## config.mk

```make
export PLATFORM = sky130hd
export DESIGN_NAME = vga_scan_out
export DESIGN_NICKNAME = d
export VERILOG_FILES = /design/src/rtl/vga_scan_out.sv
export SDC_FILE = /design/constraint.sdc
export NUM_CORES = 1
export LEC_CHECK = 0
export CORE_MARGIN = 2
export CORE_UTILIZATION = 49
export CTS_CLUSTER_SIZE = 10
export DETAILED_ROUTE_END_ITERATION = 7
export HOLD_SLACK_MARGIN = 0.15
export MAX_ROUTING_LAYER = met4
export PLACE_DENSITY = 0.86
export SETUP_SLACK_MARGIN = 0.02
export SYNTH_ARGS = -nofsm -noshare
export SYNTH_HDL_FRONTEND = slang
export SYNTH_SLANG_ARGS = --single-unit
```

## constraint.sdc

```tcl
create_clock -name CLOCK_25 -period 2.5 [get_ports CLOCK_25]
set_input_delay 0.25 -clock CLOCK_25 [delete_from_list [all_inputs] [get_ports CLOCK_25]]
set_output_delay 0.25 -clock CLOCK_25 [all_outputs]
set_load 0.01 [all_outputs]
```

## src/rtl/vga_scan_out.sv

```systemverilog
// 640x480 raster scan with 1-based pixel coordinates, sync/blank delayed to meet the
// image generator's colour latency, and frame pacing pulses.
module vga_scan_out #(
   parameter int H_ACTIVE      = 640,
   parameter int H_FP          = 16,
   parameter int H_SYNC        = 96,
   parameter int H_BP          = 48,
   parameter int V_ACTIVE      = 480,
   parameter int V_FP          = 10,
   parameter int V_SYNC        = 2,
   parameter int V_BP          = 33,
   parameter int COLOR_LATENCY = 0
) (
   input  logic        CLOCK_25,
   input  logic        reset,
   output logic [11:0] x,
   output logic [11:0] y,
   input  logic [2:0]  color,
   output logic [7:0]  VGA_R,
   output logic [7:0]  VGA_G,
   output logic [7:0]  VGA_B,
   output logic        VGA_HS,
   output logic        VGA_VS,
   output logic        VGA_BLANK_N,
   output logic        VGA_SYNC_N,
   output logic        frame_start,
   output logic        frame_end
);

   localparam int H_TOTAL = H_ACTIVE + H_FP + H_SYNC + H_BP;
   localparam int V_TOTAL = V_ACTIVE + V_FP + V_SYNC + V_BP;

   localparam logic [11:0] H_LAST     = 12'(H_TOTAL - 1);
   localparam logic [11:0] V_LAST     = 12'(V_TOTAL - 1);
   localparam logic [11:0] H_ACT_END  = 12'(H_ACTIVE);
   localparam logic [11:0] V_ACT_END  = 12'(V_ACTIVE);
   localparam logic [11:0] HS_START   = 12'(H_ACTIVE + H_FP);
   localparam logic [11:0] HS_END     = 12'(H_ACTIVE + H_FP + H_SYNC);
   localparam logic [11:0] VS_START   = 12'(V_ACTIVE + V_FP);
   localparam logic [11:0] VS_END     = 12'(V_ACTIVE + V_FP + V_SYNC);

   logic [11:0] h_cnt_reg, h_cnt_next;
   logic [11:0] v_cnt_reg, v_cnt_next;
   logic        active_raw, hs_raw, vs_raw;

   logic [11:0] x_reg, y_reg;
   logic        frame_start_reg, frame_end_reg;

   // Index 0 is registered alongside x/y; index COLOR_LATENCY feeds the pin register.
   logic [COLOR_LATENCY:0] hs_pipe_reg, vs_pipe_reg, act_pipe_reg;

   logic [2:0]  rgb_reg;
   logic        hs_out_reg, vs_out_reg, blank_n_reg;

   always_comb begin
      h_cnt_next = h_cnt_reg + 12'd1;
      v_cnt_next = v_cnt_reg;
      if (h_cnt_reg == H_LAST) begin
         h_cnt_next = 12'd0;
         if (v_cnt_reg == V_LAST) v_cnt_next = 12'd0;
         else                     v_cnt_next = v_cnt_reg + 12'd1;
      end
      active_raw = (h_cnt_reg < H_ACT_END) && (v_cnt_reg < V_ACT_END);
      hs_raw     = !((h_cnt_reg >= HS_START) && (h_cnt_reg < HS_END));
      vs_raw     = !((v_cnt_reg >= VS_START) && (v_cnt_reg < VS_END));
   end

   always_ff @(posedge CLOCK_25) begin
      if (reset) begin
         h_cnt_reg       <= 12'd0;
         v_cnt_reg       <= 12'd0;
         x_reg           <= 12'd0;
         y_reg           <= 12'd0;
         frame_start_reg <= 1'b0;
         frame_end_reg   <= 1'b0;
         hs_pipe_reg     <= '1;
         vs_pipe_reg     <= '1;
         act_pipe_reg    <= '0;
         rgb_reg         <= 3'b000;
         hs_out_reg      <= 1'b1;
         vs_out_reg      <= 1'b1;
         blank_n_reg     <= 1'b0;
      end else begin
         h_cnt_reg       <= h_cnt_next;
         v_cnt_reg       <= v_cnt_next;
         x_reg           <= active_raw ? h_cnt_reg + 12'd1 : 12'd0;
         y_reg           <= active_raw ? v_cnt_reg + 12'd1 : 12'd0;
         frame_start_reg <= (h_cnt_reg == 12'd0) && (v_cnt_reg == 12'd0);
         frame_end_reg   <= (h_cnt_reg == 12'd0) && (v_cnt_reg == V_ACT_END);
         hs_pipe_reg[0]  <= hs_raw;
         vs_pipe_reg[0]  <= vs_raw;
         act_pipe_reg[0] <= active_raw;
         for (int i = 1; i <= COLOR_LATENCY; i++) begin
            hs_pipe_reg[i]  <= hs_pipe_reg[i-1];
            vs_pipe_reg[i]  <= vs_pipe_reg[i-1];
            act_pipe_reg[i] <= act_pipe_reg[i-1];
         end
         // Colour arrives now for the coordinates the delayed controls describe.
         rgb_reg     <= act_pipe_reg[COLOR_LATENCY] ? color : 3'b000;
         hs_out_reg  <= hs_pipe_reg[COLOR_LATENCY];
         vs_out_reg  <= vs_pipe_reg[COLOR_LATENCY];
         blank_n_reg <= act_pipe_reg[COLOR_LATENCY];
      end
   end

   genvar gi;
   generate
      for (gi = 0; gi < 8; gi++) begin : g_dac
         assign VGA_R[gi] = rgb_reg[2];
         assign VGA_G[gi] = rgb_reg[1];
         assign VGA_B[gi] = rgb_reg[0];
      end
   endgenerate

   assign x           = x_reg;
   assign y           = y_reg;
   assign frame_start = frame_start_reg;
   assign frame_end   = frame_end_reg;
   assign VGA_HS      = hs_out_reg;
   assign VGA_VS      = vs_out_reg;
   assign VGA_BLANK_N = blank_n_reg;
   assign VGA_SYNC_N  = 1'b0;

endmodule

```

## Yosys cells after proc, flatten, opt, wreduce, memory -nomap -nowiden

Index checks and enable logic that the tools add are counted.

- Shift operators: 0
- $mul: 0
- Bitwise logic cells: 2
- Multiplexer cells: 1
- Reductions and logical operators: 12
- Equality and inequality tests: 3
- Add/sub/neg operators: 2
- Divide/modulo/power cells: 0
- $lt $le $gt $ge: 6

Operator list:

| cell | count |
|---|---|
| 12-bit by 1-bit adder with 12-bit output (second input constant) | 2 |
| 12-bit by 10-bit equality test with 1-bit output (second input constant) | 2 |
| 12-bit zero test | 2 |
| 12-bit by 10-bit < comparator with 1-bit output (second input constant) | 2 |
| 12-bit by 9-bit < comparator with 1-bit output (second input constant) | 2 |
| 12-bit by 9-bit equality test with 1-bit output (second input constant) | 1 |
| 12-bit by 10-bit greater-or-equal comparator with 1-bit output (second input constant) | 1 |
| 12-bit by 9-bit greater-or-equal comparator with 1-bit output (second input constant) | 1 |
| 12-bit two-way mux | 1 |
| 2-bit OR reduction | 3 |
| 1-bit logical AND | 5 |
| 1-bit zero test | 2 |
| 1-bit NOT | 2 |

- Bits in read-only memories: 0
- Flip-flop bits (word level): 59
- Output and inout bits: 54
- Memory bits (writable): 0
- Memories kept: 0
- Bits in latches: 0

## Logic depth before layout (Yosys ltp)

Gate-level depths: netlist (run 1).

- Depth after elaboration: 4
- Mapped depth: 8

## Worst setup path after synthesis (run 1)

OpenSTA, ideal clock, no wires.

- Path kind: flip-flop to flip-flop
- Start: register v_cnt_reg[5]
- End: register v_cnt_reg[4]
- Required time: 2.362 ns
- Stages on the path, launching flop included: 7
- Data arrival time: 1.777 ns
- Buffers on the path: 2
- Path slack: 0.585 ns
- Cells stage by stage: dfxtp_1 > buf_6 > or4_4 > or4_4 > buf_6 > a31oi_1 > a31oi_1

- Cells in the longest elaborated chain, start to end: 2

RTL lines:

| element | RTL line | RTL |
|---|---|---|
| start, declared | 43 | `logic [11:0] v_cnt_reg, v_cnt_next;` |
| start signal, assigned | 85 | `v_cnt_reg <= v_cnt_next;` |
| 12-bit by 10-bit equality test with 1-bit output | 60 | `if (v_cnt_reg == V_LAST) v_cnt_next = 12'd0;` |
| 12-bit two-way mux | 60 |  |

No other way between the ends.
A chain may end at the register's enable or synchronous reset.

## Final worst setup path (run 1)

- Start: register h_cnt_reg[4]
- End: register v_cnt_reg[10]

- Cells in the longest elaborated chain, start to end: 1

RTL lines:

| element | RTL line | RTL |
|---|---|---|
| start, declared | 42 | `logic [11:0] h_cnt_reg, h_cnt_next;` |
| start signal, assigned | 84 | `h_cnt_reg <= h_cnt_next;` |
| 12-bit by 10-bit equality test with 1-bit output | 58 | `if (h_cnt_reg == H_LAST) begin` |

No other way between the ends.

==> reports/metrics.yaml, run 1 <==
outcome: "completed"
routed_wl_um: 4920
dp_hpwl_um: 3390
worst-path-buf-inv: 0
synth_cell_type_count: 39
cp_max_fo: 18
cap_violations: 0
grt_overflow: 0
drive_above_1_share_pct: 8.00
n_antenna_cell: 0
grt_pass1_wl_um: 7760
fmax_mhz: 479
ys_seq_area_share_pct: 49.1
die-area_mm2: 0.00548
cp_cell_sequence: "nor4b_1, and4_1, nand2_1, o221ai_1"
setup_viol: 0
tns_ps: 0
start_kind: "register"
use_met1_pct: 21.6
finalCritPeriodShare_pct: 83.5
grt_max_degree: 21
holdCritPathClass: "register to register"
synth_enable_flop_cells: 0
arrival_ps: 2350
fillers: 365
synthArstFlopShare_pct: 0
grt_usage_pct: 19.7
antenna_found_initial: 0
fp.coreArea_mm2: 0.00472
ctsHoldBuffers: 0
clk_pin_slew_worst_paths_ps: 70
hold_viol: 0
use_met2_pct: 31.1
slowest_stage: "and4_1"
finalMaxSlewViolations: 0
clockBufferDepth: 2
syn-cell-area_mm2: 0.00240
num_io_pins: 59
die_h_um: 74.0
slowest_delay_ps: 690
final_util_pct: 65.7
relSlewSlack_pct: 58.3
first_global_vias: 1726
synthCells: 259
use_met3_pct: 5.69
viasPerCell: 5.30
ys_ff_latch: 59
die_width_um: 74.0
worst_slew_pin_slew_ps: 625
area_growth_pct: 29.2
power_mw: 2.20
ant_nets: 0
row_count: 25
drc_errors: 0
synth.avg_cell_area_um2: 9.28
p_per_area_mw_per_mm2: 709
dr_total_vias: 1945
drtIter0Drc: 177
leakagePower_nw: 1.17
ys_warn_count: 0
whs_ps: 414
cts_tree: "yes"
cp.required_ps: 2760
routedWlPerCell_um: 13.4
gp_congestion: 0.877
postCtsSetupBuffers: 0
insertion_delay_ps: 340
skew_ps: 8.82
root_buffer: "clkbuf_8"
port_buffers: 57
initial_core_util_pct: 50.9
rsz0062_at_grt: "no"
crit_family: "simple AND/OR/NAND/NOR gates"
fin_nets: 304
worstSetupPathType: "register to register"
dpl_cell_area_mm2: 0.00284
htreeDepth: 3
ys.flop_type: "dfxtp_1"
cts-resized-gates: 0
fin_crit_ps: 2090
cts_buffers: 9
endpoint_kind: "register"
tritoncts_num_sinks: 59
drtPass1Iterations: 4
postLayoutCellArea_mm2: 0.00310
grt-busiest-layer: "met2"
ir_worst_vdd_uv: 364
ff2ff_setup_slack_ps: 410
## cell usage after synthesis (all sizes together) (3+ instances only)
library cell | number | area (um2)
ha | 4 | 50.1
and3 | 5 | 31.3
or2 | 3 | 18.8
dfxtp | 59 | 1180
clkbuf | 12 | 45.0
and4 | 6 | 52.6
a41oi | 4 | 35.0
nand2 | 7 | 26.3
buf | 27 | 203
and2 | 8 | 50.1
nand3 | 13 | 65.1
nand3b | 3 | 22.5
xnor2 | 7 | 61.3
inv | 10 | 37.5
xor2 | 9 | 78.8
nor3 | 5 | 25.0
or4 | 3 | 30.0
nand4 | 10 | 62.6
nor2 | 34 | 128
a21oi | 3 | 15.0
a31oi | 11 | 68.8
## area by class of cell
| type | instances | area [um2] | area share (%) |
|---|---|---|---|
| inverters | 10 | 37.5 | 1.21 |
| multi-input cells | 156 | 956 | 30.8 |
| clock inverters | 4 | 95.1 | 3.06 |
| well taps | 67 | 83.8 | 2.70 |
| repair buffers | 59 | 586 | 18.9 |
| flip-flops and latches | 59 | 1180 | 38.0 |
| clock buffers | 12 | 165 | 5.32 |
## metal layers
layer,up-vias,routed length [um]
li1,933,-
met1,905,1980
met2,94,2390
met3,13,443
met4,0,102
met5,-,0
## placed cells by master, fill, tap and decap left out, types with 7 or more instances in the layout
cell type	count
nand3_1	13
and2_1	8
nand2_1	7
dfxtp_1	59
xnor2_1	7
a31oi_1	11
clkdlybuf4s50_1	57
nand4_1	10
nor2_1	34
xor2_1	9
clkbuf_8	12
inv_1	10
## worst paths after layout
check                                                   to                    start  depth (start not counted)
worst max register to register  v_cnt_reg[10]$_SDFFE_PP0N_  h_cnt_reg[4]$_SDFF_PP0_                          4
worst min register to register           VGA_HS$_SDFF_PP1_   hs_pipe_reg$_SDFF_PP1_                          1
worst min-delay path                     VGA_HS$_SDFF_PP1_   hs_pipe_reg$_SDFF_PP1_                          1
worst max-delay path            v_cnt_reg[10]$_SDFFE_PP0N_  h_cnt_reg[4]$_SDFF_PP0_                          4
## power breakdown
part | internal, mW | leakage (nW) | switching (mW)
Combinational | 0.0685 | 0.560 | 0.0548
Sequential | 0.961 | 0.480 | 0.0135
Clock | 0.742 | 0.133 | 0.362
Total | 1.77 | 1.17 | 0.430
## worst reg2reg max path, delay by kind of cell (launching register included)
kind | cells | cell delay, ps
compound gates | 1 | 190
flops | 1 | 480
simple gates | 3 | 1340
## per-stage QoR
step / instances / setup WS, ps
finish: 367 / 412
CTS: 367 / 445
global route: 367 / 247
detailed placement: 351 / 216
global placement: 351 / 442
floorplan: 264 / 585
## cell families (layout without fill, tap and decap cells)
group | Yosys count | in the layout | synth area share, %
xor gates and xnor gates | 16 | 16 | 5.83
DFF | 59 | 59 | 49.1
AOI/OAI and AO/OA | 24 | 24 | 6.77
and+or+nand+nor | 106 | 106 | 24.2
buffers and inverters | 49 | 85 | 11.9
other | 1 | 6 | 0.156
adders and majority gates | 4 | 4 | 2.08
Note: power is estimated with default switching activity, not from simulation.
==> run 2, diff against run 1 <==
--- a/config.mk
+++ b/config.mk
@@ -6,12 +6,12 @@
 export NUM_CORES = 1
 export LEC_CHECK = 0
 export CORE_MARGIN = 2
-export CORE_UTILIZATION = 49
+export CORE_UTILIZATION = 44
 export CTS_CLUSTER_SIZE = 10
 export DETAILED_ROUTE_END_ITERATION = 7
 export HOLD_SLACK_MARGIN = 0.15
 export MAX_ROUTING_LAYER = met4
-export PLACE_DENSITY = 0.86
+export PLACE_DENSITY = 0.82
 export SETUP_SLACK_MARGIN = 0.02
 export SYNTH_ARGS = -nofsm -noshare
 export SYNTH_HDL_FRONTEND = slang
==> constraint.sdc (replaced) <==
create_clock -name CLOCK_25 -period 1.9 [get_ports CLOCK_25]
set_input_delay 0.19 -clock CLOCK_25 [delete_from_list [all_inputs] [get_ports CLOCK_25]]
set_output_delay 0.19 -clock CLOCK_25 [all_outputs]
set_load 0.01 [all_outputs]
==> run 2 against run 1 <==
Non-clock buffer count increased by 17. Maximum frequency increased by 9.5%. The flow now finishes with violations (negative setup slack). Global-route usage decreased by 2.2 points.
==> reports/metrics.yaml, run 2 (synthesized netlist as in run 1, its figures left out) <==
outcome: "finished with violations"
violations: "negative setup slack"
grt_overflow: 0  # unchanged
placed_cells: 371  # +5.7%
hold_viol: 0  # unchanged
finalMaxSlewViolations: 0  # unchanged
fin_nets: 321  # +5.6%
wl_met3_um: 272  # -39%
cts_buffers: 9  # unchanged
slowest_delay_ps: 600  # -90 ps
first_global_vias: 1778  # +3.0%
cp_max_fo: 7  # -11
slowest_stage: "or4_4"
drc_errors: 0  # unchanged
drtPass1Iterations: 4  # unchanged
ctsHoldBuffers: 0  # unchanged
antenna_found_initial: 0  # unchanged
clockBufferDepth: 2  # unchanged
pre_cts_slack_ps: -42.7  # -259 ps
cap_violations: 0  # unchanged
drive_above_1_share_pct: 14.6  # +6.6 points
fp.coreArea_mm2: 0.00520  # +10%
port_buffers: 57  # unchanged
final_cell_mix: "dfxtp_1 (57), clkdlybuf4s50_1 (57), nor2_1 (34)"
routed_wl_um: 4990  # +1.5%
fin_crit_ps: 1910  # -181 ps
routedWlPerCell_um: 13.0  # -3.3%
tritoncts_num_sinks: 59  # unchanged
root_buffer: "clkbuf_8"
startpoint: "v_cnt_reg[5]$_SDFFE_PP0N_"
cp.required_ps: 2120  # -640 ps
ff2ff_setup_slack_ps: -7  # -420 ps
setup_viol: 2  # +2
row_count: 26  # +4.0%
fin_ws_ps: -7.16  # -419 ps
die-area_mm2: 0.00607  # +11%
drtIter0Drc: 110  # -38%
grt_max_degree: 19  # -9.5%
cp_cell_sequence: "or4_4, or4_4, buf_4, a31oi_1, a31oi_1"
wl_met1_um: 2320  # +17%
area_growth_pct: 35.9
rr_startpoint: "v_cnt_reg[5]$_SDFFE_PP0N_"
worst-path-buf-inv: 1  # +1
htreeDepth: 3  # unchanged
n_antenna_cell: 0  # unchanged
holdCritPathClass: "register to register"
gp_congestion: 0.903  # +3.0%
final_util_pct: 62.7  # -3.0 points
die_h_um: 77.9  # +5.2%
fillers: 412  # +13%
relSlewSlack_pct: 67.5  # +9.2 points
start_kind: "register"
leakagePower_nw: 1.25  # +6.6%
finalCritPeriodShare_pct: 100  # +17 points
grt_usage_pct: 17.5  # -2.2 points
ant_nets: 0  # unchanged
clk_pin_slew_worst_paths_ps: 60  # about the same
power_mw: 2.70  # +23%
rsz0062_at_grt: "yes"
skew_ps: 5.32  # -3.50 ps
postCtsSetupBuffers: 0  # unchanged
ir_worst_vdd_uv: 417  # +14%
instances_no_fill: 385  # +4.9%
initial_core_util_pct: 46.2  # -4.7 points
viasPerCell: 5.11  # -3.6%
dp_hpwl_um: 3490  # +3.0%
endpoint_kind: "register"
grt_pass1_wl_um: 8080  # +4.1%
num_io_pins: 59  # unchanged
worst_slew_pin_slew_ps: 480  # -145 ps
cts_tree: "yes"
p_per_area_mw_per_mm2: 827  # +17%
crit_family: "simple AND/OR/NAND/NOR gates"
insertion_delay_ps: 330  # about the same
hold_start: "hs_pipe_reg$_SDFF_PP1_"
dr_total_vias: 1967  # +1.1%
fmax_mhz: 524  # +9.5%
worstSetupPathType: "register to register"
die_width_um: 77.9  # +5.2%
arrival_ps: 2120  # -230 ps
wl_met2_um: 2280  # -4.6%
highest_layer: "met4"
run 2: layer usage:
| layer | vias to the layer above | GRT usage (%) |
|---|---|---|
| met2 | 70 | 26.2 |
| met3 | 10 | 4.07 |
| met4 | 0 | 10.9 |
| li1 | 971 | - |
| met1 | 916 | 21.4 |
| met5 | - | - |
run 2: area by class of cell:
cell class	count	area, um2	share of cell area, %
Sequential cell	59	1180	36.2
Multi-Input combinational cell	156	1000	30.7
Timing Repair Buffer	76	741	22.7
Clock buffer	12	155	4.75
Tap cell	70	87.6	2.68
Clock inverter	2	60.1	1.84
Inverter	10	37.5	1.15
run 2: worst paths after layout:
kind,end,cells past startpoint
max,v_cnt_reg[4]$_SDFFE_PP0N_,5
min,VGA_HS$_SDFF_PP1_,1
max reg2reg,v_cnt_reg[4]$_SDFFE_PP0N_,5
min reg2reg,VGA_HS$_SDFF_PP1_,1
run 2: where the power goes:
| group | internal, mW | switching (mW) | total, mW |
|---|---|---|---|
| logic | 0.0984 | 0.0748 | 0.173 |
| registers | 1.27 | 0.0165 | 1.28 |
| clock network | 0.796 | 0.448 | 1.24 |
run 2: worst reg2reg max path: cells and delay by family (launching register included):
kind                   cells  cell delay, ps
flip-flops                 1             310
AO/OA/AOI/OAI              2             180
buffers and inverters      1             170
AND/OR/NAND/NOR            2            1130
run 2: through the flow:
stage	area [um2]	setup TNS [ps]	hold WS (ps)
6_report	3270	-10.7	412
5_1_grt	3270	-162	414
4_1_cts	3210	0	405
3_5_place_dp	2990	-586	399
3_3_place_gp	2990	0	395
2_1_floorplan	2420	0	312
run 2: timing repair:
| action | in CTS | in global routing |
|---|---|---|
| hold endpoints to repair | 0 | 0 |
| endpoints found under the setup margin | 1 | 25 |
| pin swaps | 1 | 2 |
| gates resized for setup | 1 | 12 |
==> run 3, diff against run 2 <==
--- a/config.mk
+++ b/config.mk
@@ -9,6 +9,7 @@
 export CORE_UTILIZATION = 44
 export CTS_CLUSTER_SIZE = 10
 export DETAILED_ROUTE_END_ITERATION = 7
+export GPL_ROUTABILITY_DRIVEN = 1
 export HOLD_SLACK_MARGIN = 0.15
 export MAX_ROUTING_LAYER = met4
 export PLACE_DENSITY = 0.82
==> results of run 3 <==
The final DEF is identical to that of run 2; final timing and power are the same.
